### src/rtl/dp_sram_pkg.sv
// Shared types and helpers for the parametrised dual-port SRAM model.
package dp_sram_pkg;

    typedef enum logic [1:0] {
        StActive,
        StNap,
        StWake
    } pwr_state_e;

    localparam int unsigned RdLatMin = 1;
    localparam int unsigned RdLatMax = 2;

    // Wide enough for WAKE_CYC up to 15.
    localparam int unsigned WakeCntW = 4;

    function automatic logic [7:0] byte_merge(
        logic [7:0] old_b,
        logic [7:0] new_b,
        logic       bwe_n
    );
        return bwe_n ? old_b : new_b;
    endfunction

endpackage

### src/rtl/dp_sram_rdpipe.sv
// Read-data output pipeline: one or two register stages, holding when idle.
module dp_sram_rdpipe
    import dp_sram_pkg::*;
#(
    parameter int unsigned W   = 32,
    parameter int unsigned LAT = 1
) (
    input  logic         clk,
    input  logic         rst_n,
    input  logic         ld,
    input  logic [W-1:0] din,
    output logic [W-1:0] dout
);

    if (LAT >= RdLatMax) begin : g_two
        logic         v1_q;
        logic [W-1:0] d1_q;
        logic [W-1:0] d2_q;

        // Stage 2 only advances behind a real load so the output holds otherwise.
        always_ff @(posedge clk or negedge rst_n) begin
            if (!rst_n) begin
                v1_q <= 1'b0;
                d1_q <= '0;
                d2_q <= '0;
            end else begin
                v1_q <= ld;
                if (ld) begin
                    d1_q <= din;
                end
                if (v1_q) begin
                    d2_q <= d1_q;
                end
            end
        end

        assign dout = d2_q;
    end else begin : g_one
        logic [W-1:0] d1_q;

        always_ff @(posedge clk or negedge rst_n) begin
            if (!rst_n) begin
                d1_q <= '0;
            end else if (ld) begin
                d1_q <= din;
            end
        end

        assign dout = d1_q;
    end

endmodule

### config.mk
export PLATFORM = sky130hd
export DESIGN_NAME = dp_sram_rdpipe
export DESIGN_NICKNAME = d
export VERILOG_FILES = /design/src/rtl/dp_sram_pkg.sv /design/src/rtl/dp_sram_rdpipe.sv
export SDC_FILE = /design/constraint.sdc
export NUM_CORES = 1
export LEC_CHECK = 0
export CAP_MARGIN = 20
export CORE_AREA = 2 2 61 63
export CTS_BUF_LIST = sky130_fd_sc_hd__clkbuf_4 sky130_fd_sc_hd__clkbuf_8
export DETAILED_ROUTE_END_ITERATION = 8
export DIE_AREA = 0 0 63 65
export MAX_ROUTING_LAYER = met4
export PLACE_DENSITY_LB_ADDON = 0.05
export SETUP_SLACK_MARGIN = 0.15
export SYNTH_ARGS = -nofsm -noshare
export SYNTH_HDL_FRONTEND = slang
export SYNTH_SLANG_ARGS = --single-unit
### constraint.sdc
create_clock -name clk -period 1.03 [get_ports clk]
set_clock_uncertainty 0.2 [all_clocks]
set_input_delay 0.2575 -clock clk [delete_from_list [all_inputs] [get_ports clk]]
set_output_delay 0.2575 -clock clk [all_outputs]
set_load 0.005 [all_outputs]
==> results.toml <==
[sta]
hold-worst-slack_ns = 0.0774
relSlewSlack_pct = 88.3
post-route-period-util_pct = 129
fmax_mhz = 751
period_needed_ns = 1.33
final_hold_viol_count = 0
slew_violations = 0
setup_viol_count_final = 47
worst_pin_slew_ns = 0.175
rsz0062_at_grt = "yes"
setup_slack_ns = -0.301

[flow_run]
cap_violations = 0

[detailed_routing]
drtPass1Iterations = 3
drtAntennaViolNets = 0
wl_per_cell_um = 13.7
drcViolationCount = 0
drtIter0Drc = 13
via_count = 903
wl_um = 2880
via_per_inst = 4.30

[yosys]
synth_top_cell_by_area = "dfrtp_1"
ys_ff_latch = 32
synth.cell_area_um2 = 1350
yosys-top-cells-area = "dfrtp_1 (60%), mux2_4 (33%), buf_12 (4.5%), mux2_2 (1.7%), buf_6 (0.84%)"
synth_warnings = 0
synth_seq_area_share_pct = 59.5
netlist-cell-type-count = 5
synth_nets = 103
synthDominantCellAreaShare_pct = 59.5
syn_inst = 68
syn-mean-instance-area_um2 = 19.8

[setup_path]
r2r_start = "dout[9]$_DFFE_PN0P_"
max_stage_delay_ns = 0.41
critPathCaptureType = "output port"
path_class = "flip-flop to output port"
critPathTopFamily = "flip-flops"
critPathLaunchType = "flip-flop"
critPathRequiredTime_ns = 0.57
crit_slowest_cell = "dfrtp_1"
path_buf_inv = 1
critPathArrivalTime_ns = 0.87
crit_chain = "buf_2"
crit_start = "dout[20]$_DFFE_PN0P_"
worstPathMaxFanout = 2

[floorplan]
fp.dieArea_um2 = 4100
initial_utilization_pct = 38.5
coreArea_um2 = 3500
io_pins = 67
die_w_um = 63
die_h_um = 65
rows = 22

[finish]
area_delta_synth_final_pct = 62.6
regArea_um2 = 801
final_cell_mix = "clkdlybuf4s50_1 (33), buf_2 (33), dfrtp_1 (32)"
multi_input_area_um2 = 473
largest_register_ffs = 32
drive_gt1_share_pct = 59.9
instances_no_fill = 210
nets = 196
insertedDiodeCount = 0
fillCellCount = 296

[place]
placed_cells = 185
port_buffers = 66
place_congestion = 0.661
hpwl_um = 1930

[global_route]
grt_pass1_wl_um = 4590
grtUsageTotal_pct = 15.6
grt.overflow.total = 0
grt_max_degree = 33
antenna_found_initial = 0
grt_pass1_vias = 950

[clocking]
cts_root_buffer = "clkbuf_4"
clockBufferDepth = 2
ctsHtreeMaxLevel = 2
insertion_delay_ns = 0.33
cts_tree = "yes"
path_clk_slew_ns = 0.10
cts_buffers = 5
cts.sinks = 32

[status]
violations = "setup timing"
status = "finished with violations"

[power]
leakagePower_nw = 1.08
ir_drop_v = 0.000779
pwr_density_cell_nw_per_um2 = 1480
power_mw = 3.24

[min_path]
hold_path.class = "input port to async pin"
## cell families after synthesis
| kind of cell | Yosys count | synth area share [%] |
|---|---|---|
| multiplexers | 32 | 35.2 |
| flip-flops | 32 | 59.5 |
| buffers and inverters | 4 | 5.30 |
## power breakdown
| group | internal (mW) | leakage (nW) | total, mW | switching, mW |
|---|---|---|---|---|
| sequential | 1.38 | 0.374 | 1.45 | 0.0669 |
| combinational | 0.518 | 0.658 | 0.726 | 0.208 |
| clock | 0.644 | 0.0515 | 1.07 | 0.421 |
## per-stage QoR
stage / setup TNS (ns) / util (%) / cell area, um2 / setup slack [ns]
3_5_place_dp: -15.79 / 59.5 / 2080 / -0.289
3_3_place_gp: -15.08 / 59.5 / 2080 / -0.276
4_1_cts: -10.08 / 58.9 / 2060 / -0.321
2_1_floorplan: -2.63 / - / 1350 / -0.0878
6_report: -10.18 / 62.6 / 2190 / -0.301
5_1_grt: -12.28 / 62.6 / 2190 / -0.349
## routing by layer
layer  vias to the layer above  GRT usage, %  share of wire (%)
met3                         4          7.12                7.7
met5                         -             -                  0
met4                         0          5.83                1.0
li1                        419             -                  -
met2                        41          24.2                 49
met1                       439          17.8                 42
## worst reg2reg max path, cell delays in order (launching register included)
cell     delay (ns)
dfrtp_1        0.40
buf_6          0.12
buf_6          0.10
buf_6          0.10
mux2_4         0.25
## synthesized netlist by cell type, drive strengths merged
library cell and count:
mux2 32, dfrtp 32, buf 4
## repair_timing
item / in CTS / in global routing
gates resized for setup: 130 / 10
setup buffers: 5 / 12
setup endpoints to repair: 64 / 64
hold buffers: 0 / 0
## path summary, 6_finish.rpt
check | cells past startpoint | slack (ns) | endpoint
max | 1 | -0.30 | dout[20]
min | 2 | 0.08 | dout[4]$_DFFE_PN0P_
max reg2reg | 4 | -0.25 | dout[9]$_DFFE_PN0P_
min reg2reg | 1 | 0.31 | dout[1]$_DFFE_PN0P_
max in group asynchronous | 2 | 0.36 | dout[18]$_DFFE_PN0P_
min in group clk | 2 | 0.10 | dout[31]$_DFFE_PN0P_
## layout make-up
| class | count | area share [%] |
|---|---|---|
| Clock buffer | 7 | 2.97 |
| Clock inverter | 1 | 1.37 |
| Timing Repair Buffer | 90 | 34.7 |
| Sequential cell | 32 | 36.6 |
| Tap cell | 48 | 2.75 |
| Multi-Input combinational cell | 32 | 21.6 |
Note: power is estimated with default switching activity, not from simulation.
